===== src/rtl/apb_master_bridge.sv =====
// APB4 initiator for the timer register block: one valid/ready command becomes one APB
// transfer, and its read data and error status come back on a valid/ready response channel.
module apb_master_bridge #(
    parameter int ADDR_W      = 12,
    parameter int DATA_W      = 32,
    parameter int TIMEOUT_CYC = 16
) (
    input  logic              clk,
    input  logic              rst,
    input  logic              cmd_valid,
    output logic              cmd_ready,
    input  logic              cmd_write,
    input  logic [ADDR_W-1:0] cmd_addr,
    input  logic [DATA_W-1:0] cmd_wdata,
    input  logic [3:0]        cmd_strb,
    output logic              rsp_valid,
    input  logic              rsp_ready,
    output logic [DATA_W-1:0] rsp_rdata,
    output logic              rsp_err,
    output logic              rsp_timeout,
    output logic              busy,
    output logic              psel,
    output logic              penable,
    output logic              pwrite,
    output logic [ADDR_W-1:0] paddr,
    output logic [DATA_W-1:0] pwdata,
    output logic [3:0]        pstrb,
    input  logic [DATA_W-1:0] prdata,
    input  logic              pready,
    input  logic              pslverr
);

    // state    | meaning
    // S_IDLE   | cmd_ready high, waiting for a command
    // S_SETUP  | command latched, psel rises on the next edge
    // S_ACCESS | psel high; first cycle raises penable, then pready/timeout is sampled
    // S_RESP   | rsp_valid high, waiting for rsp_ready
    typedef enum logic [1:0] {S_IDLE, S_SETUP, S_ACCESS, S_RESP} state_t;

    localparam logic        TO_EN   = (TIMEOUT_CYC != 0);
    localparam logic [15:0] TO_LAST = 16'(TIMEOUT_CYC - 1);

    state_t            state, state_nxt;
    logic [15:0]       wait_cnt, wait_cnt_nxt;
    logic              psel_nxt, penable_nxt, pwrite_nxt;
    logic [ADDR_W-1:0] paddr_nxt;
    logic [DATA_W-1:0] pwdata_nxt, rsp_rdata_nxt;
    logic [3:0]        pstrb_nxt;
    logic              rsp_valid_nxt, rsp_err_nxt, rsp_timeout_nxt;

    // cmd_ready and busy are pure decodes of the state register.
    assign cmd_ready = (state == S_IDLE);
    assign busy      = (state != S_IDLE);

    always_ff @(posedge clk) begin
        if (rst) begin
            state       <= S_IDLE;
            wait_cnt    <= '0;
            psel        <= 1'b0;
            penable     <= 1'b0;
            pwrite      <= 1'b0;
            paddr       <= '0;
            pwdata      <= '0;
            pstrb       <= 4'h0;
            rsp_valid   <= 1'b0;
            rsp_rdata   <= '0;
            rsp_err     <= 1'b0;
            rsp_timeout <= 1'b0;
        end else begin
            state       <= state_nxt;
            wait_cnt    <= wait_cnt_nxt;
            psel        <= psel_nxt;
            penable     <= penable_nxt;
            pwrite      <= pwrite_nxt;
            paddr       <= paddr_nxt;
            pwdata      <= pwdata_nxt;
            pstrb       <= pstrb_nxt;
            rsp_valid   <= rsp_valid_nxt;
            rsp_rdata   <= rsp_rdata_nxt;
            rsp_err     <= rsp_err_nxt;
            rsp_timeout <= rsp_timeout_nxt;
        end
    end

    always_comb begin
        state_nxt       = state;
        wait_cnt_nxt    = wait_cnt;
        psel_nxt        = psel;
        penable_nxt     = penable;
        pwrite_nxt      = pwrite;
        paddr_nxt       = paddr;
        pwdata_nxt      = pwdata;
        pstrb_nxt       = pstrb;
        rsp_valid_nxt   = rsp_valid;
        rsp_rdata_nxt   = rsp_rdata;
        rsp_err_nxt     = rsp_err;
        rsp_timeout_nxt = rsp_timeout;

        case (state)
            S_IDLE: begin
                if (cmd_valid) begin
                    paddr_nxt    = cmd_addr & ~ADDR_W'(3);
                    pwrite_nxt   = cmd_write;
                    pwdata_nxt   = cmd_wdata;
                    pstrb_nxt    = cmd_write ? cmd_strb : 4'h0;
                    wait_cnt_nxt = '0;
                    state_nxt    = S_SETUP;
                end
            end
            S_SETUP: begin
                psel_nxt    = 1'b1;
                penable_nxt = 1'b0;
                state_nxt   = S_ACCESS;
            end
            S_ACCESS: begin
                if (!penable) begin
                    penable_nxt = 1'b1;
                end else if (pready) begin
                    // pready takes priority over a timeout hitting in the same cycle
                    rsp_rdata_nxt   = pwrite ? '0 : prdata;
                    rsp_err_nxt     = pslverr;
                    rsp_timeout_nxt = 1'b0;
                    psel_nxt        = 1'b0;
                    penable_nxt     = 1'b0;
                    rsp_valid_nxt   = 1'b1;
                    state_nxt       = S_RESP;
                end else if (TO_EN && (wait_cnt == TO_LAST)) begin
                    rsp_rdata_nxt   = '0;
                    rsp_err_nxt     = 1'b1;
                    rsp_timeout_nxt = 1'b1;
                    psel_nxt        = 1'b0;
                    penable_nxt     = 1'b0;
                    rsp_valid_nxt   = 1'b1;
                    state_nxt       = S_RESP;
                end else begin
                    wait_cnt_nxt = wait_cnt + 16'd1;
                end
            end
            S_RESP: begin
                if (rsp_ready) begin
                    rsp_valid_nxt = 1'b0;
                    state_nxt     = S_IDLE;
                end
            end
            default: state_nxt = S_IDLE;
        endcase
    end

endmodule

===== config.mk =====
export PLATFORM = sky130hd
export DESIGN_NAME = apb_master_bridge
export DESIGN_NICKNAME = d
export VERILOG_FILES = /design/src/rtl/apb_master_bridge.sv
export SDC_FILE = /design/constraint.sdc
export NUM_CORES = 1
export LEC_CHECK = 0
export CORE_ASPECT_RATIO = 0.6
export CORE_UTILIZATION = 45
export DETAILED_ROUTE_END_ITERATION = 10
export PLACE_DENSITY = 0.86
export SLEW_MARGIN = 0
export SYNTH_ARGS = -nofsm -noshare
export SYNTH_HDL_FRONTEND = slang
export SYNTH_SLANG_ARGS = --single-unit

===== constraint.sdc =====
create_clock -name clk -period 6.4 [get_ports clk]
set_input_delay 1.6 -clock clk [delete_from_list [all_inputs] [get_ports clk]]
set_output_delay 1.6 -clock clk [all_outputs]
set_load 0.02 [all_outputs]

==> results.json <==
{
  "grt_usage_pct": 23.95,
  "clk_latency_ns": 0.35,
  "rsz0062_at_grt": "false",
  "clk_pin_slew_worst_paths_ns": 0.07,
  "drcViolationCount": 0,
  "leakagePower_nw": 2.142,
  "synthDistinctLibCells": 44,
  "crit_arrival_ns": 1.75,
  "rr_worst_depth": 6,
  "critPathCaptureType": "output pin",
  "critPathLaunchType": "flip-flop",
  "p_per_area_nw_per_um2": 289.7,
  "relSlewSlack_pct": 50.54,
  "totalPowerFinal_w": 0.001715,
  "clockRootBuffer": "clkbuf_16",
  "ctsHoldBuffers": 0,
  "status": "finished, final reports clean",
  "syn_inst": 440,
  "slowest_delay_ns": 0.60,
  "clk_path_buf_depth": 2,
  "hold_viol": 0,
  "cp_common_cell": "inv_1",
  "routed_wl_um": 11150,
  "antenna_found_initial": 0,
  "seqCellArea_um2": 2042,
  "synth_edf_count": 0,
  "crit_required_ns": 4.80,
  "grt-ovfl-total": 0,
  "synth_flop_cell": "dfxtp_1",
  "fin_util_pct": 72.82,
  "post-route-period-util_pct": 52.39,
  "crit_slowest_cell": "clkdlybuf4s50_1",
  "timing.hold.ws_ns": 0.4504,
  "cts_tree": "built",
  "cts_setup_buffers": 0,
  "critPathKind": "flip-flop to output pin",
  "grt_pass1_vias": 3546,
  "final_common_cell": "clkdlybuf4s50_1",
  "syn_area_um2": 3911,
  "max_cap_violations": 0,
  "area_delta_synth_final_pct": 51.41,
  "wire_per_inst_um": 15.77,
  "finClkSkew_ns": 0.007958,
  "drive_above_1_share_pct": 4.841,
  "crit_chain": "inv_1, ha_1, inv_1, clkdlybuf4s50_1",
  "critPathMaxFanout": 6,
  "hold_path.class": "flip-flop to flip-flop",
  "avgViaCountPerCell": 5.443,
  "die_area_um2": 9081,
  "fillers": 578,
  "vias": 3848,
  "period_needed_ns": 3.353,
  "syn_avg_cell_area_um2": 8.889,
  "postRouteAntennaNets": 0,
  "port_buffers": 170,
  "drt-pass1-iter-count": 5,
  "antennaDiodeCount": 0,
  "multiInputGateArea_um2": 1662,
  "ys_seq_area_share_pct": 52.21,
  "dpl.hpwl_um": 7974,
  "io_pins": 175,
  "fin_setup_tns_ns": 0,
  "layout_common_cells": "clkdlybuf4s50_1 (169), dfxtp_1 (102), nand2_1 (100)",
  "peakVddDrop_mv": 0.1748,
  "finalMaxSlewViolations": 0,
  "min_path_cells": 2,
  "max_freq_mhz": 298.3,
  "fp.dieH_um": 74.22,
  "tightest_slew_ns": 0.7323,
  "cts_max_level": 3,
  "final_nets": 685,
  "ys_async_sr_fraction_pct": 0,
  "grt_pass1_wl_um": 16740,
  "die_w_um": 122.4,
  "start_util_pct": 48.09,
  "post_cts_resized": 0,
  "finalSetupViolCount": 0,
  "place_congestion": 0.8810,
  "grt_max_degree": 65,
  "rows": 25,
  "first_iter_violations": 229,
  "synth-seq-cells": 102,
  "yosys_warnings": 0,
  "core_um2": 8133,
  "clock_sinks": 102,
  "numCtsBuffers": 9
}
synth_stat cells, drive strengths merged, types with 4 or more instances:
library cell	count	area [µm²]
inv	18	67.56
o21ai	6	33.78
ha	4	50.05
nor4	6	37.54
nor2	5	18.77
nand3	11	55.05
dfxtp	102	2042
clkbuf	19	71.32
buf	14	81.32
nand2	100	375.4
a41oi	6	52.55
nand2b	7	43.79
nand4	5	37.53
a31oi	12	75.07
a22o	32	280.3
a21oi	56	280.3
kinds of logic after synthesis:
logic type	after synthesis	share of synthesized area, %
flops	102	52.21
compound gates	129	22.30
mux	3	0.8956
fa+ha+maj	4	1.280
buf+inv	51	5.630
simple gates	150	17.59
other cells	1	0.09588
worst max-delay path: cells and delay by family, from the launching register on:
kind                       cells  cell delay [ns]
buffers and inverters          3             0.78
DFF                            1             0.37
adders and majority gates      1             0.26
registers in the layout (all words and copies together) (netlist names), 2 cells and up:
register and flops:
pstrb 4, pwdata 32, wait_cnt 16, paddr 10
state 2, rsp_rdata 32
final timing paths:
kind / from / slack (ns) / to
setup reg to reg: state[0]$_SDFFE_PP0P_ / 4.19 / wait_cnt[5]$_SDFFE_PP0P_
hold / removal: pstrb[0]$_SDFFE_PP0P_ / 0.45 / pstrb[0]$_SDFFE_PP0P_
hold reg to reg: pstrb[0]$_SDFFE_PP0P_ / 0.45 / pstrb[0]$_SDFFE_PP0P_
setup / recovery: state[0]$_SDFFE_PP0P_ / 3.05 / busy
through the flow:
stage / area (µm²) / setup WS (ns) / instances
final: 5922 / 3.047 / 707
after global routing: 5922 / 2.973 / 707
after CTS: 5922 / 3.052 / 707
after detailed placement: 5640 / 2.838 / 691
after global placement: 5640 / 2.858 / 691
after floorplan: 3915 / 3.404 / 441
layer usage:
layer | global-route usage, % | vias to the layer above | share of wire, %
met4 | 9.350 | 0 | 2.0
met5 | 0 | - | 0
li1 | - | 1865 | -
met2 | 39.64 | 184 | 46
met1 | 28.12 | 1778 | 42
met3 | 9.739 | 21 | 10
area by class of cell:
cell class | instances | share of cell area (%)
clock inverter | 7 | 0.9508
inverter | 18 | 1.141
multi-input combinational | 288 | 28.06
sequential | 102 | 34.48
tap | 108 | 2.282
timing repair buffer | 175 | 29.28
clock buffer | 9 | 3.803
power by group:
part	total (W)	switching [W]	internal (W)
clock network	0.000520	0.000250	0.000269
registers	0.000728	0.0000358	0.000692
logic	0.000468	0.000262	0.000205
total	0.00172	0.000548	0.00117
Note: power is estimated with default switching activity, not from simulation.
